File: src/rtl/uart_rx_core.sv
// UART 8N1 receiver: free-running oversample tick generator, 2-flop synchronizer, frame sampler.
// Optional frame_err output enabled by defining UART_RX_FRAME_ERR_EN.
`timescale 1ns / 1ps
module uart_rx_core #(
    parameter int unsigned CLK_FREQ   = 25000000,
    parameter int unsigned BAUD_RATE  = 115200,
    parameter int unsigned OVERSAMPLE = 8
) (
    input  logic       sys_clk,
    input  logic       reset,
    input  logic       rx_in,
    output logic [7:0] data_out,
    output logic       data_valid
`ifdef UART_RX_FRAME_ERR_EN
    ,
    output logic       frame_err
`endif
);

    localparam int unsigned TICK_DIV =
        (CLK_FREQ + (BAUD_RATE * OVERSAMPLE) / 2) / (BAUD_RATE * OVERSAMPLE);
    localparam int unsigned DIV_W = (TICK_DIV > 1) ? $clog2(TICK_DIV) : 1;
    localparam int unsigned OS_W  = $clog2(OVERSAMPLE);
    localparam logic [DIV_W-1:0] DIV_MAX = DIV_W'(TICK_DIV - 1);
    localparam logic [OS_W-1:0]  OS_MAX  = OS_W'(OVERSAMPLE - 1);
    localparam logic [OS_W-1:0]  OS_HALF = OS_W'(OVERSAMPLE / 2 - 1);

    typedef enum logic [2:0] {StIdle, StStart, StData, StStop, StWaitIdle} state_e;

    state_e            state_q, state_d;
    logic [DIV_W-1:0]  div_q;
    logic              baud_tick;
    logic              rx_meta_q, rx_s;
    logic [OS_W-1:0]   tcnt_q, tcnt_d;
    logic [2:0]        bcnt_q, bcnt_d;
    logic [7:0]        shift_q, shift_d;
    logic [7:0]        data_q, data_d;
    logic              valid_q, valid_d;
`ifdef UART_RX_FRAME_ERR_EN
    logic              ferr_q, ferr_d;
`endif

    // Tick phase is never realigned to rx edges.
    assign baud_tick = (div_q == DIV_MAX);

    always_ff @(posedge sys_clk or negedge reset) begin
        if (!reset) begin
            div_q <= '0;
        end else begin
            div_q <= baud_tick ? '0 : div_q + DIV_W'(1);
        end
    end

    always_ff @(posedge sys_clk or negedge reset) begin
        if (!reset) begin
            rx_meta_q <= 1'b1;
            rx_s      <= 1'b1;
        end else begin
            rx_meta_q <= rx_in;
            rx_s      <= rx_meta_q;
        end
    end

    always_comb begin
        state_d = state_q;
        tcnt_d  = tcnt_q;
        bcnt_d  = bcnt_q;
        shift_d = shift_q;
        data_d  = data_q;
        valid_d = 1'b0;
`ifdef UART_RX_FRAME_ERR_EN
        ferr_d  = 1'b0;
`endif
        if (baud_tick) begin
            case (state_q)
                StIdle: begin
                    if (!rx_s) begin
                        state_d = StStart;
                        tcnt_d  = '0;
                    end
                end
                StStart: begin
                    if (tcnt_q == OS_HALF) begin
                        tcnt_d  = '0;
                        bcnt_d  = '0;
                        state_d = rx_s ? StIdle : StData;
                    end else begin
                        tcnt_d = tcnt_q + OS_W'(1);
                    end
                end
                StData: begin
                    if (tcnt_q == OS_MAX) begin
                        tcnt_d  = '0;
                        shift_d = {rx_s, shift_q[7:1]};
                        if (bcnt_q == 3'd7) begin
                            state_d = StStop;
                        end else begin
                            bcnt_d = bcnt_q + 3'd1;
                        end
                    end else begin
                        tcnt_d = tcnt_q + OS_W'(1);
                    end
                end
                StStop: begin
                    if (tcnt_q == OS_MAX) begin
                        tcnt_d = '0;
                        if (rx_s) begin
                            data_d  = shift_q;
                            valid_d = 1'b1;
                            state_d = StIdle;
                        end else begin
`ifdef UART_RX_FRAME_ERR_EN
                            ferr_d  = 1'b1;
`endif
                            state_d = StWaitIdle;
                        end
                    end else begin
                        tcnt_d = tcnt_q + OS_W'(1);
                    end
                end
                StWaitIdle: begin
                    // A stuck-low line must not be read as a stream of 0x00 bytes.
                    if (rx_s) begin
                        state_d = StIdle;
                    end
                end
                default: state_d = StIdle;
            endcase
        end
    end

    always_ff @(posedge sys_clk or negedge reset) begin
        if (!reset) begin
            state_q <= StIdle;
            tcnt_q  <= '0;
            bcnt_q  <= '0;
            shift_q <= '0;
            data_q  <= '0;
            valid_q <= 1'b0;
        end else begin
            state_q <= state_d;
            tcnt_q  <= tcnt_d;
            bcnt_q  <= bcnt_d;
            shift_q <= shift_d;
            data_q  <= data_d;
            valid_q <= valid_d;
        end
    end

    assign data_out   = data_q;
    assign data_valid = valid_q;

`ifdef UART_RX_FRAME_ERR_EN
    always_ff @(posedge sys_clk or negedge reset) begin
        if (!reset) begin
            ferr_q <= 1'b0;
        end else begin
            ferr_q <= ferr_d;
        end
    end

    assign frame_err = ferr_q;
`endif

endmodule

File: config.mk
export PLATFORM = sky130hd
export DESIGN_NAME = uart_rx_core
export DESIGN_NICKNAME = d
export VERILOG_FILES = /design/src/rtl/uart_rx_core.sv
export SDC_FILE = /design/constraint.sdc
export NUM_CORES = 1
export LEC_CHECK = 0
export CAP_MARGIN = 40
export CELL_PAD_IN_SITES_DETAIL_PLACEMENT = 1
export CELL_PAD_IN_SITES_GLOBAL_PLACEMENT = 2
export CORE_ASPECT_RATIO = 1.4
export CORE_MARGIN = 2
export CORE_UTILIZATION = 40
export CTS_BUF_LIST = sky130_fd_sc_hd__clkbuf_4 sky130_fd_sc_hd__clkbuf_8
export CTS_CLUSTER_SIZE = 10
export DETAILED_ROUTE_END_ITERATION = 12
export PLACE_DENSITY_LB_ADDON = 0.08
export SYNTH_ARGS = -nofsm -noshare
export SYNTH_HDL_FRONTEND = slang
export SYNTH_SLANG_ARGS = --single-unit
File: constraint.sdc
create_clock -name sys_clk -period 4.75 [get_ports sys_clk]
set_input_delay 0.475 -clock sys_clk [delete_from_list [all_inputs] [get_ports sys_clk]]
set_output_delay 0.475 -clock sys_clk [all_outputs]
set_load 0.01 [all_outputs]
# Yosys cells after proc, flatten, opt, wreduce, memory -nomap -nowiden
# Index checks and enable logic that the tools add are counted.
# totals
ff_bits	33
# op_classes
muxes	22
n_addsub	3
n_reduce_logical	9
eq_ne	15
# op_table
op	n
$mux W3	13
$pmux W3 S5	1
$ne A2 B2 Y1 const B	7
$eq A3 B2 Y1 const B	3
$eq A3 B3 Y1 const B	3
$pmux W3 S3	1
$reduce_and A7 Y1	1
$add A3 B1 Y3 const B	2
$pmux W3 S2	1
$reduce_and A3 Y1	2
$add A5 B1 Y5 const B	1
$eq A5 B5 Y1 const B	1
$mux W5	1
$reduce_and A5 Y1	1
$mux W1	4
$reduce_and A4 Y1	1
$eq A3 B1 Y1 const B	1
$logic_not A3 Y1	1
$reduce_bool A3 Y1	1
$mux W2	1
$reduce_bool A2 Y1	1
$reduce_or A2 Y1	1

# Longest topological paths before layout
# logic_depth
word_depth	4
ltp_mapped	6

# Worst setup path before layout
# No wires, ideal clock.
# synth_path
path_kind	flip-flop to flip-flop
from	reg div_q[0]
to	reg data_q[0], in the netlist data_out[0]
stages_incl_launch_ff	6
arrival_time_ps	1696
slack_ps	2929
synth_period_minus_slack_ps	1821
path_cell_list	dfrtp_1 inv_1 ha_1 nand4b_4 nor4_4 mux2_2
# synth_between
elab_chain_len	2
# synth_lines
element	line	rtl
start, declared	31	logic [DIV_W-1:0] div_q;
start signal, assigned	50	div_q <= baud_tick ? '0 : div_q + DIV_W'(1);
$eq A5 B5 Y1	44	assign baud_tick = (div_q == DIV_MAX);
$reduce_and A4 Y1 (no line)	n/a	
end signal, assigned	145	data_q <= data_d;
end, declared	37	logic [7:0] data_q, data_d;
# Every way passes these cells.
# A chain may end at the register's enable or synchronous reset.

# Worst setup path after layout
# layout_path
from	reg tcnt_q[0]
to	reg data_q[6], in the netlist data_out[6]
# layout_between
elab_chain_len	2
# layout_lines
element	line	rtl
start, declared	34	logic [OS_W-1:0] tcnt_q, tcnt_d;
start signal, assigned	142	tcnt_q <= tcnt_d;
$eq A3 B3 Y1	105	if (tcnt_q == OS_MAX) begin
$reduce_and A4 Y1 (no line)	n/a	
# Every way passes these cells.

==> flow_summary.json <==
{
  "cap_viol_max_count": 0,
  "synth-edff-count": 0,
  "vias": 969,
  "status": "completed",
  "synth.top_cell.area_share_pct": 50.3,
  "io_buffers": 11,
  "post-route-min-period_ns": 2.11,
  "syn_area_um2": 1540,
  "die_area_um2": 4370,
  "grt_first_pass_wirelength_um": 5330,
  "drt_wl_total_um": 2930,
  "crit_family": "simple AND/OR/NAND/NOR gates",
  "grt_overflow_total": 0,
  "whs_ns": 0.363,
  "relSlewSlack_pct": 58.7,
  "rsz0062_at_grt": "no",
  "worst_path_most_repeated_cell": "ha_1",
  "report.final.slew_viol_count": 0,
  "yosys_register_bits": 33,
  "finalInstanceArea_um2": 1820,
  "crit_type": "reg -> reg",
  "synth_area_leaders": "dfrtp_1 (50%), mux2_2 (15%), ha_1 (6.5%), dfstp_2 (3.4%), inv_1 (1.7%)",
  "cts_inserted_buffers": 5,
  "dr.max_layer_used": "met4",
  "grt_max_degree": 34,
  "mostFrequentLayoutCells": "dfrtp_1 (31), mux2_2 (20), clkdlybuf4s50_1 (11)",
  "layout_commonest_cell": "dfrtp_1",
  "clk_pin_slew_ns": 0.07,
  "async_flop_share_pct": 100,
  "dr_wl_met3_um": 76,
  "placed_area_um2": 1700,
  "worst_slew_pin_slew_ns": 0.615,
  "ys.flop_type": "dfrtp_1",
  "post_cts.repair.setup_buffers": 0,
  "leakage_nw": 0.853,
  "setup_viol": 0,
  "via_per_inst": 5.47,
  "boundaryPins": 12,
  "cts_hold_buf": 0,
  "finalWeightedCongestion": 0.739,
  "crit_start": "tcnt_q[0]",
  "cts.repair.resized": 0,
  "drtIter0Drc": 11,
  "ys_types": 36,
  "period_share_pct": 44.3,
  "hold_start": "rx_meta_q",
  "grt_usage_pct": 16.2,
  "utilization_pct": 49.4,
  "critPathCaptureType": "flip-flop",
  "drtPass1Iterations": 4,
  "dp_hpwl_um": 2050,
  "core-area_um2": 3680,
  "die_height_um": 77.5,
  "ant_nets": 0,
  "yosysWarnings": 0,
  "syn-instance-count": 119,
  "ys_seq_area_share_pct": 53.7,
  "drt-met1-wl_um": 1300,
  "max_freq_mhz": 475,
  "crit_arrival_ns": 2.27,
  "hold_viol_final": 0,
  "cp_max_fo": 9,
  "placedCellCount": 169,
  "clkSinkCount": 33,
  "htree_num_levels": 2,
  "cts_tree": "built",
  "antenna_found_initial": 0,
  "clockBufferDepth": 2,
  "core.rowCount": 26,
  "nNetsFinal": 145,
  "min_path_type": "reg -> reg",
  "worstPathBufferInverterCount": 0,
  "finClkSkew_ns": 0.00749,
  "syn_nets": 130,
  "critPathSlowestCell": "nor4_4",
  "path_cells": "ha_1 -> ha_1 -> nand2_1 -> nor4_4 -> mux2_2",
  "tns_ns": 0,
  "critPathMaxStageDelay_ns": 0.57,
  "netlist.top_cell.by_area": "dfrtp_1",
  "area.growth.synth_to_final_pct": 17.9,
  "dieWidth_um": 56.5,
  "fillers": 390,
  "antennaDiodeCount": 0,
  "start_util_pct": 41.9,
  "route.detailed.drc": 0,
  "rr_startpoint": "tcnt_q[0]",
  "wl_met2_um": 1480,
  "cts_root_buf": "clkbuf_8",
  "crit_path_start_kind": "flip-flop",
  "crit_required_ns": 4.92,
  "stdcell_count": 177,
  "drive_above_1_share_pct": 28.1,
  "power_density_nw_per_um2": 315,
  "ir_drop_v": 0.000198,
  "avgSynthCellArea_um2": 13.0,
  "grt_pass1_vias": 1105,
  "wl_per_cell_um": 16.6,
  "clock_latency_ns": 0.29
}
## routing by layer
| layer | GRT usage [%] | vias to the layer above |
|---|---|---|
| met2 | 26.3 | 12 |
| li1 | - | 454 |
| met1 | 18.7 | 496 |
| met5 | 0 | - |
| met3 | 5.17 | 7 |
| met4 | 8.57 | 0 |
## cell usage after synthesis, types with 2 or more instances
cell / instances
o41ai_1: 2
clkbuf_1: 4
inv_1: 7
ha_1: 8
o21ai_0: 4
nand3b_1: 2
and3_1: 2
mux2_2: 20
nor2_1: 7
dfstp_2: 2
dfrtp_1: 31
o2bb2ai_1: 2
nand2_1: 5
## state kept, by name (all words and copies together) (netlist names)
register    cells
tcnt_q          3
state_q         3
shift_q         8
rx_s            1
div_q           5
rx_meta_q       1
bcnt_q          3
data_out        8
data_valid      1
## area by class of cell
| class | count | area (µm²) | share of cell area [%] |
|---|---|---|---|
| Clock inverter | 1 | 30.0 | 1.65 |
| Clock buffer | 7 | 90.1 | 4.96 |
| Inverter | 7 | 26.3 | 1.45 |
| Timing Repair Buffer | 12 | 118 | 6.47 |
| Tap cell | 42 | 52.6 | 2.89 |
| Multi-Input combinational cell | 75 | 672 | 37.0 |
| Sequential cell | 33 | 828 | 45.6 |
## kinds of logic (layout without fill, tap and decap cells)
group	count (synthesis)	count (layout)	share of synthesized area (%)
flip-flops	33	33	53.7
AND/OR/NAND/NOR	29	29	13.3
multiplexers	21	21	15.3
AO/OA/AOI/OAI	15	15	7.39
buffers and inverters	11	27	2.68
adder cells (fa/ha/maj)	8	8	6.49
XOR/XNOR	2	2	1.14
## metrics by stage
| stage | setup slack (ns) | total power [mW] |
|---|---|---|
| 2_1_floorplan | 2.93 | 0.289 |
| 3_3_place_gp | 2.68 | 0.298 |
| 3_5_place_dp | 2.62 | 0.298 |
| 4_1_cts | 2.61 | 0.582 |
| 5_1_grt | 2.48 | 0.595 |
| 6_report | 2.64 | 0.572 |
## worst paths after layout
path,slack [ns],depth (start not counted),endpoint
hold reg to reg,0.36,0,rx_s
min in group asynchronous,0.58,2,state_q[1]
setup reg to reg,2.64,5,data_out[6]
max in group asynchronous,3.82,2,rx_s
setup / recovery,2.64,5,data_out[6]
hold / removal,0.36,0,rx_s
## report_power, final
group	internal (mW)	total, mW	leakage [nW]	switching, mW
Sequential	0.283	0.284	0.434	0.000975
Combinational	0.00238	0.00848	0.357	0.00610
Clock	0.177	0.280	0.0619	0.103
Total	0.462	0.572	0.853	0.110
No activity file was read; power rests on OpenSTA's default activity.
